$ cat config.mk
export PLATFORM = sky130hd
export DESIGN_NAME = aes_round_mix
export DESIGN_NICKNAME = d
export VERILOG_FILES = /design/src/rtl/aes_pkg.sv /design/src/rtl/aes_mixcolumns.sv /design/src/rtl/aes_round_mix.sv
export SDC_FILE = /design/constraint.sdc
export NUM_CORES = 1
export LEC_CHECK = 0
export BUFFER_PORTS_ARGS = -buffer_cell sky130_fd_sc_hd__clkbuf_2
export CORE_MARGIN = 3
export CORE_UTILIZATION = 50
export DETAILED_ROUTE_END_ITERATION = 8
export HOLD_SLACK_MARGIN = 0.08
export MAX_ROUTING_LAYER = met4
export PLACE_DENSITY_LB_ADDON = 0.3
export SETUP_SLACK_MARGIN = 0.4
export SYNTH_ARGS = -nofsm -noshare
export SYNTH_HDL_FRONTEND = slang
export SYNTH_SLANG_ARGS = --single-unit
$ cat constraint.sdc
create_clock -name clk -period 2.6 [get_ports clk]
set_input_delay 0.26 -clock clk [delete_from_list [all_inputs] [get_ports clk]]
set_output_delay 0.26 -clock clk [all_outputs]
set_load 0.01 [all_outputs]
$ cat src/rtl/aes_pkg.sv
// Shared AES definitions: round FSM states, datapath widths, GF(2^8) helpers
// and the ShiftRows byte permutation.
package aes_pkg;

    localparam int unsigned StateW  = 128;
    localparam int unsigned WordW   = 32;
    localparam int unsigned ByteW   = 8;
    localparam int unsigned NumCols = 4;

    // Reduction constant for x^8 = x^4 + x^3 + x + 1 (polynomial 0x11B)
    localparam logic [ByteW-1:0] XtimePoly = 8'h1B;

    typedef enum logic [1:0] {
        StIdle,
        StMix,
        StHold
    } round_st_e;

    // Source byte index for output byte k after ShiftRows (row r rotated left by r)
    function automatic int unsigned shift_rows_src(input int unsigned k);
        int unsigned c;
        int unsigned r;
        c = k / 4;
        r = k % 4;
        return 4 * ((c + r) % 4) + r;
    endfunction

    function automatic logic [ByteW-1:0] xtime(input logic [ByteW-1:0] a);
        return {a[6:0], 1'b0} ^ (a[7] ? XtimePoly : 8'h00);
    endfunction

endpackage

$ cat src/rtl/aes_mixcolumns.sv
// Single-column AES MixColumns: purely combinational 32-bit column mixer.
module aes_mixcolumns
    import aes_pkg::*;
(
    input  logic [WordW-1:0] col_in,
    output logic [WordW-1:0] col_out
);

    logic [ByteW-1:0] a0, a1, a2, a3;
    logic [ByteW-1:0] x0, x1, x2, x3;

    assign a0 = col_in[31:24];
    assign a1 = col_in[23:16];
    assign a2 = col_in[15:8];
    assign a3 = col_in[7:0];

    assign x0 = xtime(a0);
    assign x1 = xtime(a1);
    assign x2 = xtime(a2);
    assign x3 = xtime(a3);

    // 3a = 2a ^ a
    always_comb begin
        col_out[31:24] = x0 ^ (x1 ^ a1) ^ a2 ^ a3;
        col_out[23:16] = a0 ^ x1 ^ (x2 ^ a2) ^ a3;
        col_out[15:8]  = a0 ^ a1 ^ x2 ^ (x3 ^ a3);
        col_out[7:0]   = (x0 ^ a0) ^ a1 ^ a2 ^ x3;
    end

endmodule

$ cat src/rtl/aes_round_mix.sv
// Back half of an AES-128 round: ShiftRows, MixColumns, AddRoundKey.
// Default build mixes one column per cycle through a shared mixer.
// Define AES_ROUND_MIX_PARALLEL_EN to mix all four columns in one cycle.
module aes_round_mix
    import aes_pkg::*;
(
    input  logic              clk,
    input  logic              rst_n,
    input  logic              in_valid,
    output logic              in_ready,
    input  logic [StateW-1:0] state_in,
    input  logic [StateW-1:0] key_in,
    input  logic              last_round,
    output logic              out_valid,
    input  logic              out_ready,
    output logic [StateW-1:0] state_out
);

    round_st_e         fsm_q, fsm_d;
    logic [StateW-1:0] data_q, data_d;
    logic [StateW-1:0] key_q, key_d;
    logic              last_q, last_d;
    logic [StateW-1:0] shifted;

    // ShiftRows on the incoming state
    always_comb begin
        shifted = '0;
        for (int k = 0; k < 16; k++) begin
            shifted[StateW-1-ByteW*k -: ByteW] =
                state_in[StateW-1-ByteW*int'(shift_rows_src(k)) -: ByteW];
        end
    end

`ifdef AES_ROUND_MIX_PARALLEL_EN
    logic [StateW-1:0] mix_all;

    for (genvar g = 0; g < NumCols; g++) begin : g_mix
        aes_mixcolumns u_mix (
            .col_in  (data_q[StateW-1-WordW*g -: WordW]),
            .col_out (mix_all[StateW-1-WordW*g -: WordW])
        );
    end
`else
    logic [1:0]       col_q, col_d;
    logic [WordW-1:0] mix_in;
    logic [WordW-1:0] mix_out;
    logic [WordW-1:0] key_word;

    // Select the column currently being mixed and its key word
    always_comb begin
        mix_in   = '0;
        key_word = '0;
        for (int c = 0; c < NumCols; c++) begin
            if (col_q == 2'(c)) begin
                mix_in   = data_q[StateW-1-WordW*c -: WordW];
                key_word = key_q[StateW-1-WordW*c -: WordW];
            end
        end
    end

    aes_mixcolumns u_mix (
        .col_in  (mix_in),
        .col_out (mix_out)
    );
`endif

    // Next-state logic for the round FSM and datapath registers
    always_comb begin
        fsm_d  = fsm_q;
        data_d = data_q;
        key_d  = key_q;
        last_d = last_q;
`ifndef AES_ROUND_MIX_PARALLEL_EN
        col_d  = col_q;
`endif
        unique case (fsm_q)
            StIdle: begin
                if (in_valid) begin
                    key_d  = key_in;
                    last_d = last_round;
`ifndef AES_ROUND_MIX_PARALLEL_EN
                    col_d  = 2'd0;
`endif
                    if (last_round) begin
                        data_d = shifted ^ key_in;
                        fsm_d  = StHold;
                    end else begin
                        data_d = shifted;
                        fsm_d  = StMix;
                    end
                end
            end
            StMix: begin
`ifdef AES_ROUND_MIX_PARALLEL_EN
                data_d = mix_all ^ key_q;
                fsm_d  = StHold;
`else
                for (int c = 0; c < NumCols; c++) begin
                    if (col_q == 2'(c)) begin
                        data_d[StateW-1-WordW*c -: WordW] = mix_out ^ key_word;
                    end
                end
                col_d = col_q + 2'd1;
                if (col_q == 2'd3) begin
                    fsm_d = StHold;
                end
`endif
            end
            StHold: begin
                if (out_ready) begin
                    fsm_d = StIdle;
                end
            end
            default: fsm_d = StIdle;
        endcase
    end

    // State registers with asynchronous reset
    always_ff @(posedge clk or negedge rst_n) begin
        if (!rst_n) begin
            fsm_q  <= StIdle;
            data_q <= '0;
            key_q  <= '0;
            last_q <= 1'b0;
`ifndef AES_ROUND_MIX_PARALLEL_EN
            col_q  <= 2'd0;
`endif
        end else begin
            fsm_q  <= fsm_d;
            data_q <= data_d;
            key_q  <= key_d;
            last_q <= last_d;
`ifndef AES_ROUND_MIX_PARALLEL_EN
            col_q  <= col_d;
`endif
        end
    end

    // last_q is kept for observability of the captured round type
    logic unused_last;
    assign unused_last = last_q;

    assign in_ready  = (fsm_q == StIdle);
    assign out_valid = (fsm_q == StHold);
    assign state_out = data_q;

endmodule

Word-level counts from Yosys, hierarchy flattened. Index checks and enable logic that the tools add are counted. W data, S select, Z words.

Bits in registers: 260. Bits of input ports: 261. Output and inout bits: 130. Logic and storage cells: 77.

Add/sub/neg operators: 1. Equality and inequality tests: 11. Muxes and demuxes: 26. Bitwise operators: 22. Reduce and logical (&&, ||, !) cells: 10.

Operator list (count): $mux W32 (12); $mux W128 (2); $pmux W128 S2 (1); $xor A8 B8 Y8 (20); $xor A128 B128 Y128 (1); $xor A32 B32 Y32 (1); $mux W5 (4); $reduce_and A3 Y1 (5); $mux W2 (5); $ne A2 B2 Y1 const B (5); $eq A2 B2 Y1 const B (3); $pmux W2 S3 (1); $eq A2 B1 Y1 const B (2); $logic_not A2 Y1 (2); $pmux W2 S2 (1); $reduce_and A2 Y1 (2); $add A2 B1 Y2 const B (1); $ne A2 B1 Y1 const B (1); $reduce_bool A2 Y1 (1).

Longest topological paths before layout. Gate-level depths: netlist (run 1).

Word-level depth: 14. Gate-level depth with buffers: 14. Mapped depth without buffers: 9.

Modules after synthesis. A second synthesis (run 1) with hierarchy kept.

Cells, all modules: 2120. Area total of the unflattened synthesis: 18589.1 µm².

By module, submodules not included: aes_round_mix (times used 1, cells an instance 2043, area an instance 17294.1 µm², sequential area each 6506.2 µm²); aes_mixcolumns (times used 1, cells an instance 77, area an instance 1295.0 µm², sequential area each 0.0 µm²).

Least setup slack after synthesis (run 1). OpenSTA, ideal clock, no wires.

Path kind: reg2reg. Start: register col_q[0]. End: register data_q[12] (netlist: state_out[12]). Library setup time: 0.069 ns. Arrival time: 2.718 ns. Required time: 2.531 ns. Setup slack: -0.187 ns. Stages on the path, launching flop included: 11. Buffers on the path: 2. Period minus slack after synthesis: 2.787 ns. Cells stage by stage: dfrtp_1 -> ha_1 -> buf_6 -> or2_4 -> buf_6 -> a221o_1 -> a211o_2 -> and2_4 -> xnor3_2 -> or3_1 -> nand3_1.

Word-level cells in the longest chain between the ends: 12. Elaborated cells between the ends (all ways): 25. Those cells by class: 4 x eq/ne; 12 x mux; 7 x bitwise; 2 x reduce/logical.

RTL lines: start: declaration (line aes_round_mix.sv:44) `logic [1:0] col_q, col_d;`; start signal: assignment (line aes_round_mix.sv:134) `col_q <= col_d;`; $logic_not A2 Y1 (line aes_round_mix.sv:54) `if (col_q == 2'(c)) begin`; $mux W32 (4 in a row) (line aes_round_mix.sv:54); $mux W5 (line aes_pkg.sv:29) `return {a[6:0], 1'b0} ^ (a[7] ? XtimePoly : 8'h00);`; $xor A8 B8 Y8 (line aes_pkg.sv:29); $xor A8 B8 Y8 (2 in a row) (line aes_mixcolumns.sv:26) `col_out[15:8] = a0 ^ a1 ^ x2 ^ (x3 ^ a3);`; $xor A32 B32 Y32 (line aes_round_mix.sv:100) `data_d[StateW-1-WordW*c -: WordW] = mix_out ^ key_word;`; $mux W32 (line aes_round_mix.sv:99) `if (col_q == 2'(c)) begin`; $pmux W128 S2 (line aes_round_mix.sv:76) `unique case (fsm_q)`; end signal: assignment (line aes_round_mix.sv:130) `data_q <= data_d;`; end: declaration (line aes_round_mix.sv:20) `logic [StateW-1:0] data_q, data_d;`.

Parallel ways exist; a longest one is shown, timed or not. The select of a mux whose other input is x is not followed. A chain may end at the register's enable or synchronous reset.

Worst setup path after layout (run 1).
Start: register col_q[1]. End: register data_q[111] (netlist: state_out[111]).

Word-level cells in the longest chain between the ends: 11. Elaborated cells between the ends (all ways): 23. Those cells by class: 4 x eq/ne; 10 x mux; 7 x bitwise; 2 x reduce/logical.

RTL lines (line): $logic_not A2 Y1 (aes_round_mix.sv:54, aes_round_mix.sv:99); $mux W32 (4 in a row) (aes_round_mix.sv:54); $xor A8 B8 Y8 (on tied branches) (aes_mixcolumns.sv:26, aes_pkg.sv:29); $xor A8 B8 Y8 (2 in a row) (aes_mixcolumns.sv:26); $xor A32 B32 Y32 (aes_round_mix.sv:100); $mux W32 (aes_round_mix.sv:99); $pmux W128 S2 (aes_round_mix.sv:76).

Parallel ways exist; a longest one is shown, timed or not. The select of a mux whose other input is x is not followed.

==> metrics list, run 1 <==
- The flow ran to the end, but the final reports show violations.
- Failing checks: negative setup slack
- DR pass1 iterations: 6
- The later pin in the worst-skew pair is clocked with a latency of 0.59 ns.
- Final Worst Setup Slack: -0.448 ns
- Critical Path End Type: flip-flop
- After clock tree synthesis, the clock-pin slew on the worst setup and hold paths is 0.07 ns.
* Post-synthesis instance area: 16700 sq um
- Met1 track demand over resource: 60.4%
- The slowest stage of the critical path belongs to the cell sky130_fd_sc_hd__dfrtp_2.
- Final worst clock skew: 0.0280 ns
- Number of maximum-capacitance constraint violations: 0
- Adder-Cell Fraction of Synth Area: 0.300%
* Horizontal die dimension: 189 um
- Setup violations remaining at the end of the flow were counted as 128.
- For the worst setup path, the data required time is 3.05 ns.
- Global Route met2 Usage: 60.7%
- Longest Clk Path Bufs: 3
* Worst setup startpoint: col_q[1]
* Largest stage delay on the critical path: 0.47 ns
* Simple-gate area share of the yosys netlist: 24.3%
* Portion of netlist area occupied by mux cells: 0.849%
- Total of flip-flops plus latches after synthesis: 260
- Peak clock frequency supported by timing: 0.328 GHz
* EDFF count, synth: 0
- Worst slew margin relative to its limit: 32.3%
- During synthesis, Yosys emitted a total of 0 warnings.
* Clock buffers created by TritonCTS: 29
* Hold Crit Start: state_in[5]
- Post-DRT Antenna Nets: 0
- TritonCTS built the clock tree.
* Global Route met3 Usage: 16.2%
- Net count after synthesis: 2286
- Setup_tns: -35.02 ns
- Synth Instances: 2021
- Sequential elements use 39.1% of the synthesized area.
- After Yosys synthesis, XOR and XNOR cells account for 14.8% of the synthesized area.
- The floorplan step defined a die boundary enclosing 35500 sq um.
* Via-to-Cell Ratio: 6.02
- GRT busiest layer: met2
* Path type of the worst setup path: reg -> reg
- Most common cell after layout, fill and taps aside: sky130_fd_sc_hd__nand2_1
- First-pass GRT wire length: 114000 um
- Total track usage: 43.8%
- Count of endpoints failing hold in the final timing report: 0
- For the worst setup path, the data arrival time is 3.50 ns.
- Root buffer selected by CTS: sky130_fd_sc_hd__clkbuf_16
- The final critical path takes up 117% of the cycle.
- Counting flops with an async set or reset pin after synthesis yields a share of 100%.
* Compound-cell area share of the yosys netlist: 16.7%
- Antenna violations before repair: 4
- In the synthesized netlist the dominant register cell turns out to be sky130_fd_sc_hd__dfrtp_1.
- The tightest min-delay check is of the in -> reg type.
- Category of cells accounting for the largest share of critical-path delay: compound AO/OA/AOI/OAI gates
- Along the worst path, the maximum fanout reaches 8.
- The initialized floorplan defines 66 standard-cell rows.
* HPWL Detailed: 55900 um
- In the layout the commonest cells are sky130_fd_sc_hd__nand2_1 (634), sky130_fd_sc_hd__clkbuf_2 (388), sky130_fd_sc_hd__dfrtp_1 (258).
- In the final routed layout, each cell accounts on average for 24.7 um.
- Total length of routed wires: 79500 um
- The region available for standard cell placement spans 32700 sq um.
- After synthesis, the largest family of logic cells by area is simple AND/OR/NAND/NOR gates.
- Detailed routing inserted a total of 19400 vias.
* Deepest level of the CTS H-tree: 1
- Area growth from synthesis to layout: 52.2%
- The first routing iteration left 2429 violations.
- The final-report max-slew violation count was 0.
- Beginning of the worst register-to-register path: col_q[1]
- Cell type with the highest occurrence count on the critical path: sky130_fd_sc_hd__buf_6
* Distinct cell type count of the synthesized netlist: 71
* Filler cell count: 2259
* Maximum number of pins on one net before global-route repair: 86
- The number of global-route vias before repair is 18500.
- After global routing the overflow that remains totals 0.
* Startpoint class of the critical path: flip-flop
* Clock sink total: 260
- Proportion of layout cells with a drive suffix above 1: 36.4%
* Avg Cell Area, Syn: 8.24 sq um
- Final worst path period need: 3.05 ns
* Unrepaired setup endpoints after global routing: yes
- Number of port buffers: 390
- Pin placement for this block handled 391 I/O pins.
- Cell chain of the critical path: ha_4, or2_4, buf_6, a221o_1, o211ai_1, nand2_2, buf_4, buf_6, xnor3_1, nor2_4, o21ai_1
- From bottom edge to top edge, the die measures 189 um.
- GPL Wtd Cong: 1.07
- Worst-Margin Slew: 1.01 ns
- The initial utilization of the core area, before any placement, comes to 50.9%.
* Worst path bufs/invs: 3
- DRC viols: 0
* Final net count: 3013
sequential cells by signal, summed over array words and instances (netlist names):
name,count
key_q,128
state_out,128
col_q,2
fsm_q,2
synth_stat cells (18+ instances only):
cell | instances | area share [%]
sky130_fd_sc_hd__nand2_1 | 637 | 14
sky130_fd_sc_hd__dfrtp_1 | 260 | 39
sky130_fd_sc_hd__o21ai_0 | 163 | 4.9
sky130_fd_sc_hd__xnor2_1 | 136 | 7.2
sky130_fd_sc_hd__clkbuf_1 | 92 | 2.1
sky130_fd_sc_hd__nor2_1 | 90 | 2.0
sky130_fd_sc_hd__nor3_1 | 66 | 2.0
sky130_fd_sc_hd__xor2_1 | 66 | 3.5
sky130_fd_sc_hd__nand3_1 | 48 | 1.4
sky130_fd_sc_hd__a21oi_1 | 42 | 1.3
sky130_fd_sc_hd__o22ai_1 | 30 | 1.1
sky130_fd_sc_hd__o31ai_1 | 29 | 1.3
sky130_fd_sc_hd__a221oi_1 | 27 | 1.4
sky130_fd_sc_hd__and3_1 | 23 | 0.86
sky130_fd_sc_hd__xnor3_1 | 21 | 2.8
sky130_fd_sc_hd__a211oi_1 | 18 | 0.81
kinds of logic (layout without fill, tap and decap cells):
group / count (synthesis) / count (layout)
multiplexers: 14 / 14
adder cells (fa/ha/maj): 4 / 4
flip-flops: 260 / 260
AND/OR/NAND/NOR: 953 / 953
other: 0 / 4
XOR/XNOR: 234 / 234
buffers and inverters: 145 / 895
AO/OA/AOI/OAI: 411 / 411
path summary, 6_finish.rpt:
| path | endpoint | slack [ns] | cells past startpoint |
|---|---|---|---|
| max | state_out[111] | -0.45 | 11 |
| min | state_out[101] | 0.08 | 4 |
| max reg2reg | state_out[111] | -0.45 | 11 |
| min reg2reg | key_q[37] | 0.48 | 2 |
| max in group asynchronous | state_out[40] | 1.45 | 3 |
| min in group asynchronous | key_q[51] | 0.30 | 2 |
metal layers:
metal	up-vias	share of wire, %
met1	9386	40
met5	-	0
li1	8375	-
met4	0	3.4
met2	1413	42
met3	205	14
layout make-up:
type | instances | area [sq um] | share of cell area [%]
Sequential cell | 260 | 6510 | 25.7
Clock buffer | 36 | 782 | 3.08
Clock inverter | 18 | 201 | 0.794
Inverter | 7 | 28.8 | 0.113
Multi-Input combinational cell | 1616 | 11100 | 43.8
Antenna cell | 4 | 10.0 | 0.0395
Timing Repair Buffer | 834 | 6170 | 24.3
Tap cell | 442 | 553 | 2.18
worst reg2reg max path: stages (launching register included):
cell	delay, ns
sky130_fd_sc_hd__dfrtp_2	0.47
sky130_fd_sc_hd__ha_4	0.21
sky130_fd_sc_hd__or2_4	0.31
sky130_fd_sc_hd__buf_6	0.13
sky130_fd_sc_hd__a221o_1	0.35
sky130_fd_sc_hd__o211ai_1	0.26
sky130_fd_sc_hd__nand2_2	0.13
sky130_fd_sc_hd__buf_4	0.17
sky130_fd_sc_hd__buf_6	0.12
sky130_fd_sc_hd__xnor3_1	0.40
sky130_fd_sc_hd__nor2_4	0.22
sky130_fd_sc_hd__o21ai_1	0.14
repair_timing:
action | in CTS | in global routing
gates resized for setup | 87 | 243
endpoints found under the hold margin | 235 | 0
setup buffers | 12 | 40
pin swaps | 23 | 87
gates cloned | 1 | 4
hold buffers | 156 | 0
endpoints found under the setup margin | 128 | 131
metrics by stage:
stage / hold slack, ns / area [sq um] / instances / util (%) / setup slack [ns]
3_5_place_dp: 0.362 / 20800 / 2946 / 63.5 / -0.530
5_1_grt: 0.0941 / 25400 / 3217 / 77.5 / -0.479
3_3_place_gp: 0.364 / 20800 / 2946 / 63.5 / -0.502
6_report: 0.0807 / 25400 / 3217 / 77.5 / -0.448
4_1_cts: 0.0801 / 23800 / 3169 / 72.9 / -0.397
2_1_floorplan: -0.0356 / 17000 / 2021 / - / -0.0150
Power of run 1 is not shown: default switching activity piles up to over one toggle a cycle in this logic, so the estimate is an artifact.
==> run 2, diff against run 1 <==
- PLACE_DENSITY: unset -> 0.78
- PLACE_DENSITY_LB_ADDON: 0.3 -> unset
==> metrics list, run 2 (synthesized netlist as in run 1, its figures left out) <==
- The count of input and output buffers is 390 (unchanged).
- Post-Place Cells: 2965 (was 2946)
- The ratio of final minimum period to clock period came to 116% (was 117%).
* Floorplan Core Area: 32700 sq um (unchanged)
* Post-DRT Antenna Nets: 0 (unchanged)
- CTS tree: built (unchanged)
* Most frequent cells in the layout: sky130_fd_sc_hd__nand2_1 (633), sky130_fd_sc_hd__clkbuf_2 (388), sky130_fd_sc_hd__dfrtp_1 (259) (was sky130_fd_sc_hd__nand2_1 (634), sky130_fd_sc_hd__clkbuf_2 (388), sky130_fd_sc_hd__dfrtp_1 (258))
- The area overhead of the layout relative to synthesis came to 57.4% (was 52.2%).
- Core Rows: 66 (unchanged)
- The total number of nets in the final design came to 3049 (was 3013).
- The final-report max-slew violation count is 0 (unchanged).
- The remaining design rule violation count was 0 (unchanged).
- The total clock buffers created by CTS was 31 (was 29).
- The full die area was 35500 sq um (unchanged).
- The mean number of vias per cell is 6.30 (was 6.02).
- Number of global-route vias before repair: 19600 (was 18500)
- The HPWL after detailed placement was 57700 um (was 55900 um).
- Post-Place Setup Slack: -0.661 ns (was -0.530 ns)
- Final count of negative-setup-slack endpoints: 128 (unchanged)
- The setup slack after layout came to -0.407 ns (was -0.448 ns).
- The maximum buffer depth of the clock tree came to 3 (unchanged).
- The initial antenna violation count came to 0 (was 4).
- The path class of the lowest-slack min-delay path is in -> reg (unchanged).
* Path type of the worst setup path: reg -> reg (unchanged)
- Required time of the critical path: 3.07 ns (was 3.05 ns)
- Clock sink total: 260 (unchanged)
- The aggregate routed wire length came to 86400 um (was 79500 um).
* DR pass1 iterations: 6 (unchanged)
- The worst max-slew margin expressed relative to the limit was 15.1% (was 32.3%).
- First-pass GRT wire length: 123000 um (was 114000 um)
- The final antenna diode count is 0 (was 4).
- Core Util, Final: 80.2% (was 77.5%)
* Worst skew pair latency: 0.60 ns (was 0.59 ns)
- GR Overflow Total: 0 (unchanged)
- Startpoint class of the critical path: flip-flop (unchanged)
* Unrepaired setup endpoints after global routing: yes (unchanged)
* Peak clock frequency supported by timing: 0.333 GHz (was 0.328 GHz)
* Post-Layout Cell Count: 3249 (was 3217)
* I/O Pins: 391 (unchanged)
- Number of maximum-capacitance constraint violations: 0 (unchanged)
* Final worst clock skew: 0.0176 ns (was 0.0280 ns)
- Deepest level of the CTS H-tree: 1 (unchanged)
- The buffer cell driving the clock tree root is sky130_fd_sc_hd__clkbuf_16 (unchanged).
* Final worst path period need: 3.01 ns (was 3.05 ns)
- Failing checks: negative setup slack (unchanged).
- Worst-path clk slew: 0.06 ns (was 0.07 ns)
- The total via count in the routed design is 20500 (was 19400).
- The die height was 189 um (unchanged).
- The horizontal die dimension was 189 um (unchanged).
- The worst endpoint data arrival time is 3.47 ns (was 3.50 ns).
- The number of hold violations in the final report is 0 (unchanged).
* Most common cell after layout, fill and taps aside: sky130_fd_sc_hd__nand2_1 (unchanged)
- Proportion of layout cells with a drive suffix above 1: 38.7% (was 36.4%)
* Worst-Margin Slew: 1.27 ns (was 1.01 ns)
- The total track usage came to 47.1% (was 43.8%).
- Critical Path End Type: flip-flop (unchanged)
* Highest net fanout along the worst path: 8 (unchanged)
- The number of design-rule violations left by the first detailed-router iteration came to 3096 (was 2429).
- Average routed wire per standard cell: 26.6 um (was 24.7 um)
- Setup_tns: -36.07 ns (was -35.02 ns)
- Initial Util: 50.9% (unchanged)
- The routability congestion estimate from global placement was 1.04 (was 1.07).
- The largest net degree at the start of global routing was 85 (was 86).
* Outcome: finished with violations (unchanged)
run 2: cell count changes in the layout (fill, tap and decap cells not counted), moves of 7 or more:
cell                            before  now
sky130_fd_sc_hd__o21ai_1            33   19
sky130_fd_sc_hd__buf_12             18   27
sky130_fd_sc_hd__nor3_2             21   32
sky130_fd_sc_hd__o31ai_1            15    8
sky130_fd_sc_hd__nor3_1             39   28
sky130_fd_sc_hd__dlygate4sd3_1     156  171
sky130_fd_sc_hd__o21ai_2            28   41
run 2: path summary, 6_finish.rpt:
| kind | cells past startpoint | end | start | slack, ns |
|---|---|---|---|---|
| worst max-delay path | 11 | state_out[36] | col_q[1] | -0.41 |
| worst min register to register | 2 | key_q[78] | key_q[78] | 0.48 |
| worst max register to register | 11 | state_out[36] | col_q[1] | -0.41 |
| max in group asynchronous | 3 | col_q[0] | rst_n | 1.55 |
| worst min-delay path | 4 | state_out[120] | state_in[120] | 0.1 |
| min in group asynchronous | 2 | key_q[1] | rst_n | 0.17 |
run 2: area by class of cell:
class | count | area, sq um
Clock buffer | 41 | 843
Clock inverter | 15 | 173
Fill cell | 2032 | 6480
Inverter | 7 | 30.0
Multi-Input combinational cell | 1616 | 11500
Sequential cell | 260 | 6510
Tap cell | 442 | 553
Timing Repair Buffer | 868 | 6610
run 2: metrics by stage:
stage               cell area, sq um  hold WS, ns
floorplan                      17000      -0.0356
global placement               21000        0.197
detailed placement             21000        0.194
CTS                            24800       0.0801
global route                   26200        0.113
finish                         26200       0.0971
run 2: routing by layer:
metal | track usage (%) | routed length [um] | vias up
met4 | 13.6 | 3470 | 0
met3 | 12.4 | 11900 | 330
met2 | 67.2 | 37100 | 1814
met1 | 66.5 | 34000 | 9887
met5 | - | 0 | -
li1 | - | - | 8432
run 2: what timing repair did:
| action | in CTS | in global routing |
|---|---|---|
| gates cloned | 0 | 4 |
| buffers inserted | 24 | 29 |
| gates resized for setup | 183 | 221 |
| pin swaps | 70 | 111 |
| endpoints found under the setup margin | 130 | 130 |
| hold endpoints to repair | 430 | 0 |
| hold buffers | 171 | 0 |
run 2: worst max-delay path, stage by stage (launching register included):
cell and delay, ns:
sky130_fd_sc_hd__dfrtp_1 0.40, sky130_fd_sc_hd__buf_6 0.14, sky130_fd_sc_hd__ha_4 0.17, sky130_fd_sc_hd__or2_4 0.32, sky130_fd_sc_hd__buf_12 0.17, sky130_fd_sc_hd__a221o_1 0.35
sky130_fd_sc_hd__a211o_2 0.39, sky130_fd_sc_hd__o211a_1 0.14, sky130_fd_sc_hd__or3_4 0.37, sky130_fd_sc_hd__mux2i_2 0.17, sky130_fd_sc_hd__buf_6 0.18, sky130_fd_sc_hd__o22ai_2 0.07
Power of run 2 is left out for the same reason.
